<file path="src/rtl/uart_rx_monitor_if.sv">
// Byte-stream and status bundle between the UART RX monitor (master) and its consumer (slave).
// parity_err exists only when UART_MON_PARITY_EN is defined.
interface uart_rx_monitor_if #(
  parameter int FIFO_DEPTH = 8
);
  localparam int LW = $clog2(FIFO_DEPTH) + 1;

  logic          rx;
  logic [7:0]    rd_data;
  logic          rd_valid;
  logic          rd_ready;
  logic [LW-1:0] fifo_level;
  logic          frame_err;
  logic          ovf;
  logic          clr_err;
`ifdef UART_MON_PARITY_EN
  logic          parity_err;

  modport master (
    input  rx, rd_ready, clr_err,
    output rd_data, rd_valid, fifo_level, frame_err, ovf, parity_err
  );
  modport slave (
    output rx, rd_ready, clr_err,
    input  rd_data, rd_valid, fifo_level, frame_err, ovf, parity_err
  );
`else
  modport master (
    input  rx, rd_ready, clr_err,
    output rd_data, rd_valid, fifo_level, frame_err, ovf
  );
  modport slave (
    output rx, rd_ready, clr_err,
    input  rd_data, rd_valid, fifo_level, frame_err, ovf
  );
`endif
endinterface

</file>
<file path="src/rtl/uart_rx_monitor.sv">
// 8N1 UART receiver into a FWFT byte FIFO; byte visible 1 cycle after the stop-bit sample, dropped (ovf) when full.
// UART_MON_PARITY_EN adds an even-parity bit between data and stop plus a sticky parity_err.
module uart_rx_monitor #(
  parameter int CLKS_PER_BIT = 16,
  parameter int FIFO_DEPTH   = 8
) (
  input logic               HCLK,
  input logic               HRESET,
  uart_rx_monitor_if.master mon
);
  localparam int CW = $clog2(CLKS_PER_BIT);
  localparam int AW = $clog2(FIFO_DEPTH);
  localparam int LW = AW + 1;
  localparam logic [CW-1:0] HALF = CW'(CLKS_PER_BIT / 2 - 1);
  localparam logic [CW-1:0] LAST = CW'(CLKS_PER_BIT - 1);

  typedef enum logic [2:0] {IDLE, START, DATA, PARITY, STOP, BRK} state_t;

  state_t        state_q, state_d;
  logic [CW-1:0] cnt_q, cnt_d;
  logic [2:0]    bidx_q, bidx_d;
  logic [7:0]    shift_q, shift_d;
  logic          rx_meta_q, rxs_q, rxs_prev_q;
  logic [7:0]    mem_q [FIFO_DEPTH];
  logic [AW-1:0] wr_ptr_q, rd_ptr_q;
  logic [LW-1:0] level_q, level_d;
  logic          frame_err_q, ovf_q;
  logic          push, frame_evt, full, rd_vld, do_pop, do_push, ovf_evt;
`ifdef UART_MON_PARITY_EN
  logic          parity_err_q, par_evt;
`endif

  always_comb begin
    state_d   = state_q;
    cnt_d     = cnt_q + 1'b1;
    bidx_d    = bidx_q;
    shift_d   = shift_q;
    push      = 1'b0;
    frame_evt = 1'b0;
`ifdef UART_MON_PARITY_EN
    par_evt   = 1'b0;
`endif
    case (state_q)
      IDLE: begin
        cnt_d = '0;
        if (rxs_prev_q && !rxs_q) state_d = START;
      end
      // Mid-start-bit recheck rejects short glitches without flagging anything.
      START: if (cnt_q == HALF) begin
        cnt_d   = '0;
        bidx_d  = '0;
        state_d = rxs_q ? IDLE : DATA;
      end
      DATA: if (cnt_q == LAST) begin
        cnt_d   = '0;
        shift_d = {rxs_q, shift_q[7:1]};
        bidx_d  = bidx_q + 3'd1;
        if (bidx_q == 3'd7) begin
`ifdef UART_MON_PARITY_EN
          state_d = PARITY;
`else
          state_d = STOP;
`endif
        end
      end
`ifdef UART_MON_PARITY_EN
      PARITY: if (cnt_q == LAST) begin
        cnt_d   = '0;
        par_evt = ^{shift_q, rxs_q};
        state_d = STOP;
      end
`endif
      STOP: if (cnt_q == LAST) begin
        cnt_d = '0;
        if (rxs_q) begin
          push    = 1'b1;
          state_d = IDLE;
        end else begin
          frame_evt = 1'b1;
          state_d   = BRK;
        end
      end
      BRK: begin
        cnt_d = '0;
        if (rxs_q) state_d = IDLE;
      end
      default: state_d = IDLE;
    endcase
  end

  assign full    = (level_q == LW'(FIFO_DEPTH));
  assign rd_vld  = (level_q != '0);
  assign do_pop  = rd_vld & mon.rd_ready;
  // A full FIFO still accepts a push when the head is popped in the same cycle.
  assign do_push = push & (~full | do_pop);
  assign ovf_evt = push & full & ~do_pop;
  assign level_d = level_q + LW'(do_push) - LW'(do_pop);

  always_ff @(posedge HCLK or posedge HRESET) begin
    if (HRESET) begin
      rx_meta_q   <= 1'b1;
      rxs_q       <= 1'b1;
      rxs_prev_q  <= 1'b1;
      state_q     <= IDLE;
      cnt_q       <= '0;
      bidx_q      <= '0;
      shift_q     <= '0;
      wr_ptr_q    <= '0;
      rd_ptr_q    <= '0;
      level_q     <= '0;
      frame_err_q <= 1'b0;
      ovf_q       <= 1'b0;
`ifdef UART_MON_PARITY_EN
      parity_err_q <= 1'b0;
`endif
    end else begin
      rx_meta_q   <= mon.rx;
      rxs_q       <= rx_meta_q;
      rxs_prev_q  <= rxs_q;
      state_q     <= state_d;
      cnt_q       <= cnt_d;
      bidx_q      <= bidx_d;
      shift_q     <= shift_d;
      level_q     <= level_d;
      if (do_push) wr_ptr_q <= wr_ptr_q + 1'b1;
      if (do_pop)  rd_ptr_q <= rd_ptr_q + 1'b1;
      frame_err_q <= frame_evt | (frame_err_q & ~mon.clr_err);
      ovf_q       <= ovf_evt | (ovf_q & ~mon.clr_err);
`ifdef UART_MON_PARITY_EN
      parity_err_q <= par_evt | (parity_err_q & ~mon.clr_err);
`endif
    end
  end

  always_ff @(posedge HCLK) begin
    if (do_push) mem_q[wr_ptr_q] <= shift_q;
  end

  assign mon.rd_data    = rd_vld ? mem_q[rd_ptr_q] : 8'h00;
  assign mon.rd_valid   = rd_vld;
  assign mon.fifo_level = level_q;
  assign mon.frame_err  = frame_err_q;
  assign mon.ovf        = ovf_q;
`ifdef UART_MON_PARITY_EN
  assign mon.parity_err = parity_err_q;
`endif
endmodule

</file>
<file path="src/flat_wrapper.sv">
// flat-port wrapper written by rule: the top's interface ports become plain ports
module uart_rx_monitor_flat 
#(
  parameter int CLKS_PER_BIT = 16,
  parameter int FIFO_DEPTH   = 8
)
  (HCLK, HRESET, mon_rx, mon_rd_ready, mon_clr_err, mon_rd_data, mon_rd_valid, mon_fifo_level, mon_frame_err, mon_ovf);
  uart_rx_monitor_if #(.FIFO_DEPTH(FIFO_DEPTH)) mon_i ();
  input logic HCLK;
  input logic HRESET;
  input wire logic [$bits(mon_i.rx)-1:0] mon_rx;
  input wire logic [$bits(mon_i.rd_ready)-1:0] mon_rd_ready;
  input wire logic [$bits(mon_i.clr_err)-1:0] mon_clr_err;
  output wire logic [$bits(mon_i.rd_data)-1:0] mon_rd_data;
  output wire logic [$bits(mon_i.rd_valid)-1:0] mon_rd_valid;
  output wire logic [$bits(mon_i.fifo_level)-1:0] mon_fifo_level;
  output wire logic [$bits(mon_i.frame_err)-1:0] mon_frame_err;
  output wire logic [$bits(mon_i.ovf)-1:0] mon_ovf;
  assign mon_i.rx = mon_rx;
  assign mon_i.rd_ready = mon_rd_ready;
  assign mon_i.clr_err = mon_clr_err;
  assign mon_rd_data = mon_i.rd_data;
  assign mon_rd_valid = mon_i.rd_valid;
  assign mon_fifo_level = mon_i.fifo_level;
  assign mon_frame_err = mon_i.frame_err;
  assign mon_ovf = mon_i.ovf;
  uart_rx_monitor #(.CLKS_PER_BIT(CLKS_PER_BIT), .FIFO_DEPTH(FIFO_DEPTH)) u_core (.HCLK(HCLK), .HRESET(HRESET), .mon(mon_i));
endmodule
</file>
<file path="config.mk">
export PLATFORM = sky130hd
export DESIGN_NAME = uart_rx_monitor_flat
export DESIGN_NICKNAME = d
export VERILOG_FILES = /design/src/rtl/uart_rx_monitor_if.sv /design/src/rtl/uart_rx_monitor.sv /design/src/flat_wrapper.sv
export SDC_FILE = /design/constraint.sdc
export NUM_CORES = 1
export LEC_CHECK = 0
export CORE_AREA = 5 5 97 99
export CTS_CLUSTER_DIAMETER = 80
export DETAILED_ROUTE_END_ITERATION = 12
export DIE_AREA = 0 0 102 104
export MAX_ROUTING_LAYER = met4
export PLACE_DENSITY = 0.74
export SYNTH_ARGS = -nofsm -noshare
export SYNTH_HDL_FRONTEND = slang
export SYNTH_SLANG_ARGS = --single-unit
</file>
<file path="constraint.sdc">
create_clock -name HCLK -period 4.05 [get_ports HCLK]
set_input_delay 0.81 -clock HCLK [delete_from_list [all_inputs] [get_ports HCLK]]
set_output_delay 0.81 -clock HCLK [all_outputs]
set_load 0.02 [all_outputs]
</file>
* Yosys cells after proc, flatten, opt, wreduce, memory -nomap -nowiden
Memories as Yosys holds them, arrays and structs flattened.
Index checks and enable logic that the tools add are counted.
** Word-level totals
- Bits in registers :: 33
- RAM bits :: 64
- Input bits :: 5
- Output and inout port bits :: 15
- Logic and storage cells :: 79
- Memories :: 1
** Memory list
- u_core.mem_q :: words 8, bits a word 8, rd ports 1, clocked after memory_dff 0, write ports 1, line uart_rx_monitor.sv:24 : logic [7:0] mem_q [FIFO_DEPTH];
** Cells by class
- $add $sub $neg :: 6
- Equal/unequal tests :: 14
- Muxes and demuxes :: 24
- Bitwise gates (word level) :: 12
- Reduce and logical (&&, ||, !) cells :: 10
** Operators with widths (count)
- 3-bit two-way mux :: 9
- 3-bit case mux with 5 select lines :: 1
- 2-bit by 1-bit != test with 1-bit output, second input constant :: 6
- 4-bit case mux with 3 select lines :: 1
- 3-bit by 1-bit adder with 3-bit output, second input constant :: 3
- 3-bit == test, second input constant :: 3
- 4-bit == test, second input constant :: 2
- 1-bit two-way mux :: 8
- 4-bit two-way mux :: 2
- 8-bit two-way mux :: 1
- 1-bit bitwise AND :: 6
- 3-bit case mux with 2 select lines :: 1
- 6-bit AND reduction :: 1
- 4-bit by 1-bit adder with 4-bit output :: 1
- 4-bit by 1-bit adder with 4-bit output, second input constant :: 1
- 4-bit by 3-bit == test with 1-bit output, second input constant :: 1
- 4-bit nonzero test :: 1
- 2-bit OR reduction :: 2
- 4-bit by 1-bit subtractor with 4-bit output :: 1
- 3-bit by 1-bit == test with 1-bit output, second input constant :: 1
- 3-bit by 2-bit == test with 1-bit output, second input constant :: 1
- 3-bit logical NOT :: 1
- 1-bit NOT :: 3
- 1-bit OR :: 3
- other kinds (6) :: 6

* Depth between registers and ports, before layout
Gate-level depths: netlist of run 1.
- Depth after elaboration :: 6
- Mapped depth :: 13
- Depth with buffers taken out :: 12

* Worst setup path after synthesis of run 1
Ideal clock, no wire load.
- Kind :: flip-flop to output port
- Start :: reg u_core.level_q[2], in the netlist u_core.mon.fifo_level[2]
- End :: out mon_rd_data[0]
- Arrival time :: 1.739 ns
- Data required time :: 3.240 ns
- Path slack :: 1.501 ns
- Stages on the path, launching flop included :: 6
- Buffers on the path :: 1
- Cell sequence :: dfrtp_1 > inv_1 > ha_1 > and2_1 > buf_2 > nor4_1
** On the way
- Longest elaborated chain between the ends :: 2
** Ends and longest elaborated chain
- start: declaration :: line uart_rx_monitor.sv:26 : logic [LW-1:0] level_q, level_d;
- start signal: assignment :: line uart_rx_monitor.sv:124 : level_q <= level_d;
- 4-bit nonzero test :: line uart_rx_monitor.sv:92 : assign rd_vld = (level_q != '0);
- 8-bit two-way mux :: line uart_rx_monitor.sv:139 : assign mon.rd_data = rd_vld ? mem_q[rd_ptr_q] : 8'h00;
- end: declaration :: line flat_wrapper.sv:14 : output wire logic [$bits(mon_i.rd_data)-1:0] mon_rd_data;
No other way between the ends.

* Worst setup path after layout of run 1
- Start :: reg u_core.rd_ptr_q[0]
- End :: out mon_rd_data[3]
** On the way
- Longest elaborated chain between the ends :: 2
** Ends and longest elaborated chain
- start: declaration :: line uart_rx_monitor.sv:25 : logic [AW-1:0] wr_ptr_q, rd_ptr_q;
- start signal: assignment :: line uart_rx_monitor.sv:126 : if (do_pop) rd_ptr_q <= rd_ptr_q + 1'b1;
- memory read 8 x 8 bit
- 8-bit two-way mux :: line uart_rx_monitor.sv:139
No other way between the ends.

==> results.yml, run 1 <==
placement:
  place_area_um2: 4443
  place_congestion: 0.8513
  hpwl_mm: 4.809
  dp_cells: 405
  place_ws_ps: 1214
  port_buffers: 19
yosys:
  syn_inst: 285
  synth_common_cells: "edfxtp_1, dfrtp_1, nor2b_1"
  yosys_warnings: 0
  ys_seq_area_frac: 0.6670
  yosysMostFrequentCell: "edfxtp_1"
  synth-edff-count: 64
  synthMuxAreaShare: 0.06976
  yosysTopAreaCell: "edfxtp_1"
  ys_top_cells_by_area: "edfxtp_1, dfrtp_1, mux2i_1"
  synth_top_area_share: 0.4659
  synth_compound_area_frac: 0.07643
  ys_seq_elements: 97
  syn_area_um2: 4125
  synth.avg_cell_area_um2: 14.47
  synth_nets: 302
  synthSimpleGateAreaFrac: 0.1025
  synthArstFlopShare: 0.3402
  synth-xor-area-share: 0.01699
  synth_top_family_by_area: "simple AND/OR/NAND/NOR gates"
  ys.flop_type: "edfxtp_1"
  synthDistinctLibCells: 44
  synthAdderAreaFrac: 0.03822
power:
  total_leakage_power_nw: 1.752
  p_clk_frac: 0.219
  pwr-share-seq: 0.456
  p_per_area_nw_per_um2: 569.6
  netSwitchingFraction: 0.3408
  switching_power_uw: 898.0
  intPower_mw: 1.737
  worst_ir_drop_vdd_uv: 286.6
  finalPower_mw: 2.635
  p_comb_frac: 0.324
die:
  pin_count: 20
  die_h_um: 104
  core_um2: 8466
  row_count: 34
  die_w_um: 102
  initial_utilization: 0.4873
  die_area_um2: 10610
min_path:
  worstHoldPathType: "flip-flop to flip-flop"
sta:
  final.hold.worst_slack_ps: 355.2
  final.setup.tns_ps: 0
  fin_crit_ps: 3189
  fin_crit_sh: 0.7874
  finalSetupViolations: 0
  rsz0062_at_grt: "no"
  drv_slew: 0
  finalWorstSetupSlack_ps: 861.1
  max_slew_margin: 0.4274
  finalHoldViolations: 0
  max_freq_mhz: 313.6
  fin_skew_ps: 19.29
  worst_pin_slew_ps: 858.0
critical_path:
  endpoint_kind: "output port"
  cp_max_fo: 13
  slowest_delay_ps: 670
  r2r_slack_ps: 1460
  slowest_stage: "clkdlybuf4s50_1"
  crit_buf_inv: 1
  cp_data_required_time_ps: 3240
  cp_cell_sequence: "nor2b_1 -> a22o_1 -> nor4_1 -> clkdlybuf4s50_1"
  crit_arrival_ps: 2380
  worstSetupPathType: "flip-flop to output port"
  crit_family: "buffers and inverters"
  critPathLaunchType: "flip-flop"
finish:
  fin_nets: 325
  final_area_um2: 4626
  instances_no_fill: 421
  diodes: 0
  seqCellArea_um2: 2751
  post-route-util: 0.5464
  multi_input_area_um2: 1254
  area_delta_synth_final_pct: 12.13
  num-fill-cells: 674
  drive_gt1_frac: 0.1406
route:
  ant_nets: 0
  routed_via_density: 5.416
  via_count: 2280
  routedWlPerCell_um: 16.68
  drtPass1Iterations: 4
  route.detailed.drc: 0
  finalWirelength_mm: 7.023
  detail_route.iter0.violations: 122
cts:
  cts_tree: "yes"
  max-clock-path-buffers: 2
  cts_setup_buffers: 0
  cts_root_buf: "clkbuf_8"
  clock-sinks: 97
  clock_latency_ps: 360
  cts.clk_slew.worst_paths_ps: 100
  cts_hold_buf: 0
  htree_levels: 3
  cts_made_buffers: 9
  cts_resized: 0
grt:
  grt_pass1_wl_mm: 11.68
  grt_overflow: 0
  grt_max_degree: 29
  grt_pass1_vias: 2246
  gr-usage-all-layers: 0.1469
  antenna_found_initial: 0
job:
  cap_violations: 0
outcome:
  status: "finished clean"
cells in the final DEF (no fill, tap or decap), types with 3 or more instances in the layout:
cell type,Yosys,final
xnor2_1,6,6
mux2i_1,16,16
nor3_1,5,5
o22ai_1,3,3
clkbuf_8,0,9
dfrtp_1,30,30
inv_1,16,16
inv_6,0,3
nand2b_1,5,5
nand2_1,6,6
nor2_1,10,10
a22o_1,10,10
ha_1,11,11
a2111oi_0,8,8
nand3_1,5,5
o21ai_0,4,4
clkdlybuf4s50_1,0,19
nor4_1,8,8
buf_4,0,7
nor2b_1,18,18
a211oi_1,8,8
mux2_2,10,10
dfstp_2,3,3
edfxtp_1,64,64
cells by family after synthesis:
group                      after synthesis
AOI/OAI and AO/OA                       41
xor gates and xnor gates                 8
adders and majority gates               12
buffers and inverters                   30
DFF                                     97
muxes                                   27
and+or+nand+nor                         70
power groups by stage:
stage               combinational [mW]  sequential, mW  clock, mW
global route                     0.943            1.22      0.640
global placement                 0.845            1.22          0
CTS                              0.867            1.20      0.598
detailed placement               0.865            1.22          0
floorplan                        0.584            1.21          0
finish                           0.855            1.20      0.578
worst reg2reg max path: cells and delay by family (launching register included):
family        cells  cell delay (ps)
fa+ha+maj         4             1000
simple gates      2              500
buf+inv           5              450
flops             1              400
xor+xnor          1              140
area by class of cell:
| cell class | instances | share of cell area |
|---|---|---|
| Clock buffer | 9 | 0.02678 |
| Clock inverter | 7 | 0.01271 |
| Inverter | 16 | 0.01298 |
| Multi-Input combinational cell | 158 | 0.2710 |
| Sequential cell | 97 | 0.5948 |
| Tap cell | 108 | 0.02921 |
| Timing Repair Buffer | 26 | 0.05247 |
sequential cells by signal, indices dropped and copies added (netlist names):
signal	count
u_core.bidx_q	3
u_core.rxs_prev_q	1
u_core.mem_q	64
u_core.mon.ovf	1
u_core.rx_meta_q	1
u_core.mon.fifo_level	4
u_core.state_q	3
u_core.rxs_q	1
u_core.shift_q	8
u_core.cnt_q	4
u_core.rd_ptr_q	3
u_core.mon.frame_err	1
u_core.wr_ptr_q	3
worst paths after layout:
check,start,depth (start not counted),endpoint
hold / removal,u_core.rx_meta_q,0,u_core.rxs_q
setup / recovery,u_core.rd_ptr_q[0],4,mon_rd_data[3]
hold reg to reg,u_core.rx_meta_q,0,u_core.rxs_q
setup reg to reg,u_core.mon.fifo_level[2],12,u_core.mon.fifo_level[2]
min in group asynchronous,HRESET,2,u_core.mon.fifo_level[2]
max in group asynchronous,HRESET,3,u_core.shift_q[2]
layer usage:
metal  share of wire  GRT usage  wire (um)  up-vias
li1                -          -          -     1113
met1            0.47     0.1980       3288     1113
met2            0.47     0.2168       3317       44
met3           0.043    0.04091        301       10
met4           0.016    0.04592        115        0
met5               0          -          0        -
(Power assumes the default switching activity.)
==> run 2, diff against run 1 <==
Clock period 4.05 ns to 3.1 ns, I/O delays scaled along.
==> results.yml, run 2 (synthesis results as in run 1) <==
outcome:
  status: "finished clean"
route:
  ant_nets: 0
  routed_via_density: 5.429
  route.detailed.drc: 0
  via_count: 2302
  routedWlPerCell_um: 16.58
  drtPass1Iterations: 4
  detail_route.iter0.violations: 117
  finalWirelength_mm: 7.029
sta:
  finalWorstSetupSlack_ps: 133.5
  drv_slew: 0
  max_slew_margin: 0.5280
  fin_skew_ps: 13.57
  fin_crit_ps: 2966
  finalSetupViolations: 0
  max_freq_mhz: 337.1
  final.setup.tns_ps: 0
  worst_pin_slew_ps: 707.2
  finalHoldViolations: 0
  fin_crit_sh: 0.9569
critical_path:
  endpoint_kind: "output port"
  crit_arrival_ps: 2350
  cp_max_fo: 12
  slowest_stage: "clkdlybuf4s50_1"
  critPathLaunchType: "flip-flop"
  slowest_delay_ps: 660
  worstRegToRegCells: 12
  cp_data_required_time_ps: 2480
  cp_cell_sequence: "nand2b_1 -> a211oi_1 -> nor4_1 -> clkdlybuf4s50_1"
  crit_buf_inv: 1
  worstSetupPathType: "flip-flop to output port"
  crit_family: "buffers and inverters"
  cp.depth: 4
min_path:
  worstHoldPathType: "flip-flop to flip-flop"
  hold_path_depth: 0
power:
  p_clk_frac: 0.216
  finalPower_mw: 3.451
  p_comb_frac: 0.326
  pwr-share-seq: 0.458
  intPower_mw: 2.273
  worst_ir_drop_vdd_uv: 261.8
  p_per_area_nw_per_um2: 740.7
  netSwitchingFraction: 0.3414
  switching_power_mw: 1.178
  total_leakage_power_nw: 1.763
finish:
  layout_common_cells: "edfxtp_1, dfrtp_1, clkdlybuf4s50_1, nor2b_1"
  area_delta_synth_final_pct: 12.95
  mostFrequentLayoutCell: "edfxtp_1"
  diodes: 0
  drive_gt1_frac: 0.1487
  fin_nets: 328
  largestRegisters: "u_core.mem_q (64), u_core.shift_q (8)"
  final_area_um2: 4659
  regMostFlops: "u_core.mem_q"
  instances_no_fill: 424
  largest_reg_flops: 64
placement:
  dp_cells: 408
  place_congestion: 0.7810
  place_area_um2: 4478
  place_ws_ps: 479.5
  port_buffers: 19
  hpwl_mm: 4.794
cts:
  cts_resized: 0
  cts_setup_buffers: 0
  clock-sinks: 97
  htree_levels: 3
  cts_tree: "yes"
  cts_hold_buf: 0
  max-clock-path-buffers: 2
  clock_latency_ps: 360
  cts_made_buffers: 9
  cts_root_buf: "clkbuf_8"
  cts.clk_slew.worst_paths_ps: 90
die:
  pin_count: 20
  row_count: 34
  die_h_um: 104
  die_w_um: 102
  core_um2: 8466
  die_area_um2: 10610
  initial_utilization: 0.4873
grt:
  grt_pass1_wl_mm: 11.97
  grt_pass1_vias: 2381
  antenna_found_initial: 0
  grt_max_degree: 51
  grt_overflow: 0
  gr-usage-all-layers: 0.1488
job:
  cap_violations: 0
-- run 2: cell types whose count changed in the layout (fill, tap and decap cells not counted), sizes merged --
cell      before  now
buf            7   10
clkinvlp       1    3
inv           20   18
-- run 2: worst paths after layout --
check | start | slack, ps | end
setup / recovery | u_core.rd_ptr_q[2] | 130 | mon_rd_data[5]
hold / removal | u_core.rx_meta_q | 360 | u_core.rxs_q
setup reg to reg | u_core.mon.fifo_level[2] | 530 | u_core.mon.fifo_level[2]
hold reg to reg | u_core.rx_meta_q | 360 | u_core.rxs_q
max in group asynchronous | HRESET | 1750 | u_core.shift_q[2]
min in group asynchronous | HRESET | 660 | u_core.mon.fifo_level[0]
-- run 2: stage by stage --
step,util,hold WS [ps]
after global routing,0.5504,363.4
after floorplan,-,345.2
after global placement,0.5290,345.9
final,0.5504,360.2
after CTS,0.5501,361.5
after detailed placement,0.5290,347.0
-- run 2: area by class of cell --
class / instances / area (um^2)
fill: 686 / 3806
inverter: 16 / 60.06
sequential: 97 / 2751
timing repair buffer: 29 / 277.8
tap: 108 / 135.1
multi-input combinational: 158 / 1256
clock buffer: 9 / 123.9
clock inverter: 7 / 55.05
-- run 2: per-layer routing --
metal	global-route usage	vias to the layer above	share of wire
met2	0.2335	32	0.50
li1	-	1117	-
met3	0.02683	10	0.030
met4	0.05717	0	0.015
met1	0.1921	1143	0.45
met5	-	-	0
-- run 2: power by group through the flow --
stage | Clock (mW) | Combinational [mW] | Sequential [mW]
2_1_floorplan | 0 | 0.763 | 1.58
3_3_place_gp | 0 | 1.11 | 1.60
3_5_place_dp | 0 | 1.13 | 1.60
4_1_cts | 0.763 | 1.14 | 1.58
5_1_grt | 0.807 | 1.24 | 1.60
6_report | 0.746 | 1.12 | 1.58
==> run 3, diff against run 2 <==
Settings changed: CORE_AREA 5 5 97 99 to 2 2 94 96, DIE_AREA 0 0 102 104 to 0 0 96 98.
==> results.yml, run 3 (synthesis results as in run 1) <==
finish:
  drive_gt1_frac: 0.1572
  diodes: 0
  regMostFlops: "u_core.mem_q"
  layout_common_cells: "edfxtp_1, dfrtp_1, clkdlybuf4s50_1, nor2b_1"
  largest_reg_flops: 64
  fin_nets: 330
  instances_no_fill: 426
  largestRegisters: "u_core.mem_q (64), u_core.shift_q (8)"
  post-route-util: 0.5523
  mostFrequentLayoutCell: "edfxtp_1"
  area_delta_synth_final_pct: 13.35
route:
  ant_nets: 0
  routedWlPerCell_um: 16.73
  via_count: 2341
  drtPass1Iterations: 4
  route.detailed.drc: 0
  routed_via_density: 5.495
  detail_route.iter0.violations: 147
  finalWirelength_mm: 7.125
placement:
  dp_cells: 410
  place_ws_ps: 461.5
  place_congestion: 0.7790
  hpwl_mm: 4.857
  port_buffers: 19
critical_path:
  worstSetupStartpoint: "u_core.rd_ptr_q[1]"
  worstSetupPathType: "flip-flop to output port"
  r2r_start: "u_core.mon.fifo_level[1]"
  cp_data_required_time_ps: 2480
  crit_arrival_ps: 2430
  critPathLaunchType: "flip-flop"
  endpoint_kind: "output port"
  r2r_slack_ps: 500
  cp_max_fo: 31
job:
  cap_violations: 0
grt:
  grt_max_degree: 32
  grt_overflow: 0
  grt_pass1_wl_mm: 11.63
  gr-usage-all-layers: 0.1710
  antenna_found_initial: 0
  grt_pass1_vias: 2309
cts:
  max-clock-path-buffers: 2
  cts_resized: 0
  cts_root_buf: "clkbuf_8"
  cts_tree: "yes"
  clock_latency_ps: 360
  cts_setup_buffers: 0
  cts_made_buffers: 9
  cts.clk_slew.worst_paths_ps: 90
  htree_levels: 3
  clock-sinks: 97
  cts_hold_buf: 0
die:
  initial_utilization: 0.4873
  pin_count: 20
  die_w_um: 96
  die_area_um2: 9408
  core_um2: 8466
  die_h_um: 98
  row_count: 34
sta:
  worst_pin_slew_ps: 824.2
  finalWorstSetupSlack_ps: 49.79
  rsz0062_at_grt: "no"
  max_freq_mhz: 327.8
  final.hold.worst_slack_ps: 360.3
  max_slew_margin: 0.4499
  finalSetupViolations: 0
  fin_skew_ps: 11.93
  finalHoldViolations: 0
  fin_crit_sh: 0.9839
  fin_crit_ps: 3050
  final.setup.tns_ps: 0
  drv_slew: 0
power:
  p_comb_frac: 0.322
  worst_ir_drop_vdd_uv: 349.2
  netSwitchingFraction: 0.3285
  total_leakage_power_nw: 1.783
  intPower_mw: 2.334
  pwr-share-seq: 0.454
  p_per_area_nw_per_um2: 743.5
  switching_power_mw: 1.142
  p_clk_frac: 0.224
min_path:
  holdCritStartpoint: "u_core.rx_meta_q"
  worstHoldPathType: "flip-flop to flip-flop"
outcome:
  status: "finished clean"
run 3: final cells by class:
class,instances,area (um^2)
Fill cell,650,3790
Tap cell,108,135.1
Inverter,16,60.06
Timing Repair Buffer,31,280.3
Sequential cell,97,2754
Multi-Input combinational cell,158,1261
Clock inverter,7,61.31
Clock buffer,9,123.9
run 3: per-stage QoR:
stage | total power [mW] | cell area [um^2]
floorplan | 2.344 | 4125
global placement | 2.693 | 4481
detailed placement | 2.723 | 4481
CTS | 3.497 | 4666
global route | 3.669 | 4676
finish | 3.476 | 4676
run 3: worst max-delay path, stage by stage, from the launching register on:
cell             delay, ps
dfrtp_1                360
buf_4                  290
nor2b_1                 90
a2111oi_0              640
nor4_2                 120
clkdlybuf4s50_1        570
run 3: worst paths after layout:
| path | to | cells after the start |
|---|---|---|
| worst max-delay path | mon_rd_data[3] | 5 |
| max in group asynchronous | u_core.shift_q[2] | 3 |
| worst min-delay path | u_core.rxs_q | 0 |
| worst min register to register | u_core.rxs_q | 0 |
| min in group asynchronous | u_core.mon.fifo_level[0] | 2 |
| worst max register to register | u_core.mon.fifo_level[2] | 11 |
run 3: power groups by stage:
stage / Sequential, mW / Clock (mW) / Combinational (mW)
6_report: 1.58 / 0.779 / 1.12
5_1_grt: 1.59 / 0.847 / 1.23
4_1_cts: 1.57 / 0.797 / 1.13
3_5_place_dp: 1.60 / 0 / 1.12
3_3_place_gp: 1.60 / 0 / 1.10
2_1_floorplan: 1.58 / 0 / 0.763
run 3: metal layers:
metal	track usage	wire, um	up-vias
met2	0.2660	3695	24
met1	0.2190	3124	1180
met4	0.06923	135	0
li1	-	-	1125
met5	-	0	-
met3	0.03472	169	12
